### src/rtl/fc_pkg.sv
// Shared defaults, FSM state type and index-width helper for the FC input loader.
package fc_pkg;

    localparam int unsigned FC_WIDTH = 8;
    localparam int unsigned FC_IN    = 128;

    typedef enum logic {
        FILL = 1'b0,
        HOLD = 1'b1
    } fc_state_t;

    // Never returns zero, so a one-element vector still has a legal index register.
    function automatic int unsigned idx_w(input int unsigned n);
        return (n > 1) ? $clog2(n) : 1;
    endfunction

endpackage

### src/rtl/fc_frame_counter.sv
// Element index within the current frame, plus frame-complete and frame-length error detect.
module fc_frame_counter
    import fc_pkg::*;
#(
    parameter  int unsigned IN = FC_IN,
    localparam int unsigned IW = idx_w(IN)
) (
    input  logic          clk,
    input  logic          rst_n,
    input  logic          inc,
    input  logic          last,
    output logic [IW-1:0] idx,
    output logic          frame_done,
    output logic          short_err,
    output logic          len_err
);

    logic at_end;

    assign at_end     = (idx == IW'(IN - 1));
    assign frame_done = inc && at_end;
    assign short_err  = inc && last && !at_end;
    // Early s_last and a missing s_last on the final element are both length errors.
    assign len_err    = inc && (last != at_end);

    always_ff @(posedge clk or negedge rst_n) begin
        if (!rst_n) begin
            idx <= '0;
        end else if (inc) begin
            if (at_end || last) begin
                idx <= '0;
            end else begin
                idx <= idx + 1'b1;
            end
        end
    end

endmodule

### src/rtl/fc_in_loader.sv
// Serial-to-parallel activation loader feeding an FC layer.
// Define FC_IN_LOADER_PINGPONG_EN for two alternating buffers; default is a single buffer.
module fc_in_loader
    import fc_pkg::*;
#(
    parameter int unsigned WIDTH = FC_WIDTH,
    parameter int unsigned IN    = FC_IN
) (
    input  logic             clk,
    input  logic             rst_n,
    input  logic             s_valid,
    output logic             s_ready,
    input  logic [WIDTH-1:0] s_data,
    input  logic             s_last,
    output logic [WIDTH-1:0] x [0:IN-1],
    output logic             x_valid,
    input  logic             x_ready,
    output logic             err_len
);

    localparam int unsigned IW = idx_w(IN);

    logic          s_ready_int;
    logic          s_hs;
    logic          v_hs;
    logic [IW-1:0] idx;
    logic          frame_done;
    logic          short_err;
    logic          len_err;

    // s_ready is forced low while reset is asserted, high as soon as it releases.
    assign s_ready = s_ready_int && rst_n;
    assign s_hs    = s_valid && s_ready;
    assign v_hs    = x_valid && x_ready;

    fc_frame_counter #(
        .IN (IN)
    ) u_cnt (
        .clk        (clk),
        .rst_n      (rst_n),
        .inc        (s_hs),
        .last       (s_last),
        .idx        (idx),
        .frame_done (frame_done),
        .short_err  (short_err),
        .len_err    (len_err)
    );

    always_ff @(posedge clk or negedge rst_n) begin
        if (!rst_n) begin
            err_len <= 1'b0;
        end else begin
            err_len <= len_err;
        end
    end

`ifdef FC_IN_LOADER_PINGPONG_EN

    fc_state_t        bstate     [2];
    fc_state_t        bstate_nxt [2];
    logic             wsel;
    logic             rsel;
    logic [WIDTH-1:0] mem [2][0:IN-1];

    always_ff @(posedge clk or negedge rst_n) begin
        if (!rst_n) begin
            bstate[0] <= FILL;
            bstate[1] <= FILL;
            wsel      <= 1'b0;
            rsel      <= 1'b0;
        end else begin
            bstate[0] <= bstate_nxt[0];
            bstate[1] <= bstate_nxt[1];
            if (frame_done) wsel <= ~wsel;
            if (v_hs)       rsel <= ~rsel;
        end
    end

    // Fill and drain pointers each toggle on their own handshake, so frames leave in arrival order
    // and a drain plus a completion in the same cycle simply swap the two buffers.
    always_comb begin
        s_ready_int   = (bstate[wsel] == FILL);
        x_valid       = (bstate[rsel] == HOLD);
        bstate_nxt[0] = bstate[0];
        bstate_nxt[1] = bstate[1];
        for (int unsigned b = 0; b < 2; b++) begin
            if (frame_done && (wsel == b[0])) bstate_nxt[b] = HOLD;
            if (v_hs && (rsel == b[0]))       bstate_nxt[b] = FILL;
        end
    end

    always_ff @(posedge clk) begin
        if (s_hs && !short_err) begin
            mem[wsel][idx] <= s_data;
        end
    end

    always_comb begin
        for (int unsigned k = 0; k < IN; k++) begin
            x[k] = mem[rsel][k];
        end
    end

`else

    fc_state_t        state;
    fc_state_t        state_nxt;
    logic [WIDTH-1:0] mem [0:IN-1];

    always_ff @(posedge clk or negedge rst_n) begin
        if (!rst_n) begin
            state <= FILL;
        end else begin
            state <= state_nxt;
        end
    end

    always_comb begin
        state_nxt   = state;
        s_ready_int = 1'b0;
        x_valid     = 1'b0;
        case (state)
            FILL: begin
                s_ready_int = 1'b1;
                if (frame_done) state_nxt = HOLD;
            end
            HOLD: begin
                x_valid = 1'b1;
                if (x_ready) state_nxt = FILL;
            end
            default: state_nxt = FILL;
        endcase
    end

    always_ff @(posedge clk) begin
        if (s_hs && !short_err) begin
            mem[idx] <= s_data;
        end
    end

    always_comb begin
        for (int unsigned k = 0; k < IN; k++) begin
            x[k] = mem[k];
        end
    end

`endif

endmodule

### config.mk
export PLATFORM = sky130hd
export DESIGN_NAME = fc_in_loader
export DESIGN_NICKNAME = d
export VERILOG_FILES = /design/src/rtl/fc_pkg.sv /design/src/rtl/fc_frame_counter.sv /design/src/rtl/fc_in_loader.sv
export SDC_FILE = /design/constraint.sdc
export NUM_CORES = 1
export LEC_CHECK = 0
export ABC_CLOCK_PERIOD_IN_PS = 2200
export BUFFER_PORTS_ARGS = -buffer_cell sky130_fd_sc_hd__buf_2
export CAP_MARGIN = 20
export CORE_AREA = 2 2 400 402
export CTS_BUF_LIST = sky130_fd_sc_hd__clkbuf_4
export CTS_CLUSTER_DIAMETER = 100
export DETAILED_ROUTE_END_ITERATION = 16
export DIE_AREA = 0 0 402 404
export PLACE_DENSITY_LB_ADDON = 0.05
export SKIP_LAST_GASP = 1
export SLEW_MARGIN = 25
export SYNTH_ARGS = -nofsm -noshare
export SYNTH_HDL_FRONTEND = slang
export SYNTH_SLANG_ARGS = --single-unit
### constraint.sdc
create_clock -name clk -period 2.2 [get_ports clk]
set_input_delay 0.44 -clock clk [delete_from_list [all_inputs] [get_ports clk]]
set_output_delay 0.44 -clock clk [all_outputs]
set_load 0.02 [all_outputs]
==> flow_metrics.py <==
metrics = {
    "routing": {
        "routed_wl_um": 149000,
        "vias": 20431,
        "dr.pass1.iters": 5,
        "wire_per_inst_um": 28.4,
        "ant_nets": 0,
        "vias_per_cell": 3.90,
        "drc": 0,
        "drt_iter0_drc": 1161,
    },
    "synth": {
        "syn_area_mm2": 0.0323,
        "synth_fa_ha_area_frac": 0.00116,
        "synth_edf_count": 1024,
        "synth-simple-area-share": 0.0307,
        "ys_seq_area_frac": 0.959,
        "ys_warn_count": 0,
        "synth_area_leaders": "edfxtp_1 95%, nor3_1 1.8%, dfrtp_1 0.70%",
        "ys_ff_latch": 1033,
        "syn_nets": 1286,
        "postSynthAreaPerCell_um2": 25.4,
        "synthMuxAreaShare": 0,
        "synth-compound-area-share": 0.00236,
        "synth_cell_types": 36,
        "synthFlopType": "edfxtp_1",
        "synth_top_family_by_area": "simple AND/OR/NAND/NOR gates",
        "syn_inst": 1270,
        "synth_xor_area_frac": 0,
        "yosysTopAreaCellShare": 0.953,
        "synth_area_leader_cell": "edfxtp_1",
        "async_flop_share": 0.00871,
    },
    "grt": {
        "grt_first_pass_wirelength_um": 196000,
        "grt_pass1_vias": 21830,
        "grt_max_degree": 42,
        "antenna_found_initial": 7,
        "grt_overflow": 0,
        "grt_usage": 0.178,
    },
    "floorplan": {
        "core_area_mm2": 0.158,
        "start_util": 0.205,
        "ios": 1040,
        "rows": 146,
        "die_y_um": 404,
        "die_area_mm2": 0.162,
        "die_x_um": 402,
    },
    "outcome": {
        "failed_checks": "negative setup slack",
        "status": "finished, violations left",
    },
    "timing": {
        "setup_violations": 172,
        "slew_violations": 0,
        "finalCriticalPeriod_ns": 2.43,
        "worst_slack_ns": -0.229,
        "skew_ns": 0.126,
        "fmax_ghz": 0.412,
        "rsz0062_at_grt": "true",
        "hold_viol_final": 0,
        "worstMarginPinSlew_ns": 0.784,
        "worst_slew_margin_rel": 0.478,
        "fin_crit_sh": 1.10,
    },
    "place": {
        "routabilityCongestion": 0.756,
        "dpl_cell_area_mm2": 0.0428,
        "post-place-ws_ns": -0.684,
        "place_inst": 4585,
        "portBuffers": 1039,
        "hpwlAfterDp_um": 104000,
    },
    "cts": {
        "h-tree-depth": 5,
        "path_clk_slew_ns": 0.07,
        "cts_num_sinks": 1033,
        "cts_tree": "yes",
        "cts_made_buffers": 312,
        "worst_skew_pair.late_latency_ns": 1.25,
        "clk_path_buf_depth": 4,
        "cts_root_buffer": "clkbuf_4",
    },
    "final_layout": {
        "syn_to_final_growth_pct": 70.7,
        "final_util": 0.349,
        "stdcell_area_mm2": 0.0551,
        "nNetsFinal": 2951,
        "drive_gt1_frac": 0.627,
        "final_cells": 5233,
    },
    "power": {
        "ir_worst_vdd_mv": 0.418,
        "p_leak_uw": 0.0210,
        "p_per_area_mw_per_mm2": 759,
    },
    "worst_hold_path": {
        "hold_class": "input port to flop",
        "hold_path_depth": 2,
    },
    "critical_path": {
        "cp.arrival_ns": 1.99,
        "setup.worst_path.class": "flop to primary output",
        "startpoint_type": "flop",
        "rr_worst_depth": 6,
        "end_kind": "primary output",
        "worst-endpoint-required_ns": 1.76,
        "critPathMaxFanout": 3,
    },
    "job": {
        "cap_violations": 0,
    },
}
==> what timing repair did <==
action | CTS | global route
cloned | 1 | 1
endpoints found under the setup margin | 1868 | 1440
resized for setup | 1413 | 803
setup buffers | 39 | 54
pin swaps | 31 | 42
hold buffers | 16 | 0
endpoints found under the hold margin | 1055 | 0
==> cell usage in the layout (no fill, tap or decap), types with 15 or more instances in the layout <==
master	instances
edfxtp_1	1024
buf_6	954
buf_2	94
clkbuf_4	470
buf_12	117
dlygate4sd3_1	16
nand2_1	15
nor3_4	100
buf_4	194
clkinv_1	46
==> cell type report <==
cell class,instances,area (um2)
Multi-Input combinational cell,204,2380
Fill cell,15252,103000
Inverter,4,15.0
Tap cell,2072,2590
Clock buffer,470,3530
Timing Repair Buffer,1380,15300
Sequential cell,1033,31000
Antenna cell,11,27.5
Clock inverter,59,310
==> cells by family (layout without fill, tap and decap cells) <==
group	count (synthesis)	count (layout)
adder cells (fa/ha/maj)	3	3
AO/OA/AOI/OAI	11	11
flip-flops	1033	1033
AND/OR/NAND/NOR	190	190
other	0	11
buffers and inverters	33	1913
==> cell usage after synthesis (all sizes together) (2+ instances only) <==
library cell and n:
o21ai 4, nor3 114, nand4b 2, and2 2, edfxtp 1024, or4 2, and3b 2, nand3 16
clkbuf 4, buf 25, nand2 19, inv 4, dfrtp 9, and3 2, ha 3, nand4 5
nor2 12, nor2b 7
==> final timing paths <==
kind / start / endpoint / slack (ns)
setup / recovery: state / x_valid / -0.23
hold / removal: s_data[6] / mem[9][6] / 0.20
setup reg to reg: state / mem[61][5] / -0.10
hold reg to reg: u_cnt.idx[0] / u_cnt.idx[0] / 0.67
max in group asynchronous: rst_n / u_cnt.idx[2] / 1.27
min in group asynchronous: rst_n / state / 0.46
==> flip-flops by register name, indices dropped and copies added, names as in the netlist <==
signal     count
err_len        1
mem         1024
state          1
u_cnt.idx      7
==> critical path: stages, from the launching register on <==
cell and delay (ns):
dfrtp_1 0.39, buf_4 0.14, buf_6 0.11, buf_6 0.12
==> through the flow <==
stage | hold WS (ns) | power [uW] | setup TNS, ns
finish | 0.198 | 41800 | -4.58
global route | 0.00476 | 43800 | -202.97
CTS | 0.00532 | 42600 | -199.91
detailed placement | 0.432 | 23600 | -276.39
global placement | 0.430 | 23600 | -250.55
floorplan | 0.144 | 22400 | -22.02
==> layer usage <==
metal / vias to the layer above / wire, um / track usage
li1: 8691 / - / -
met1: 10459 / 55300 / 0.198
met2: 1069 / 73800 / 0.294
met3: 206 / 15800 / 0.0875
met4: 6 / 3710 / 0.0652
met5: - / 35 / 0
==> where the power goes <==
group	internal (uW)	leakage (uW)	total, uW	switching, uW
Combinational	580	0.00932	1740	1160
Sequential	21700	0.00932	21700	31.5
Clock	10000	0.00231	18400	8380
Note: power is estimated with default switching activity, not from simulation.
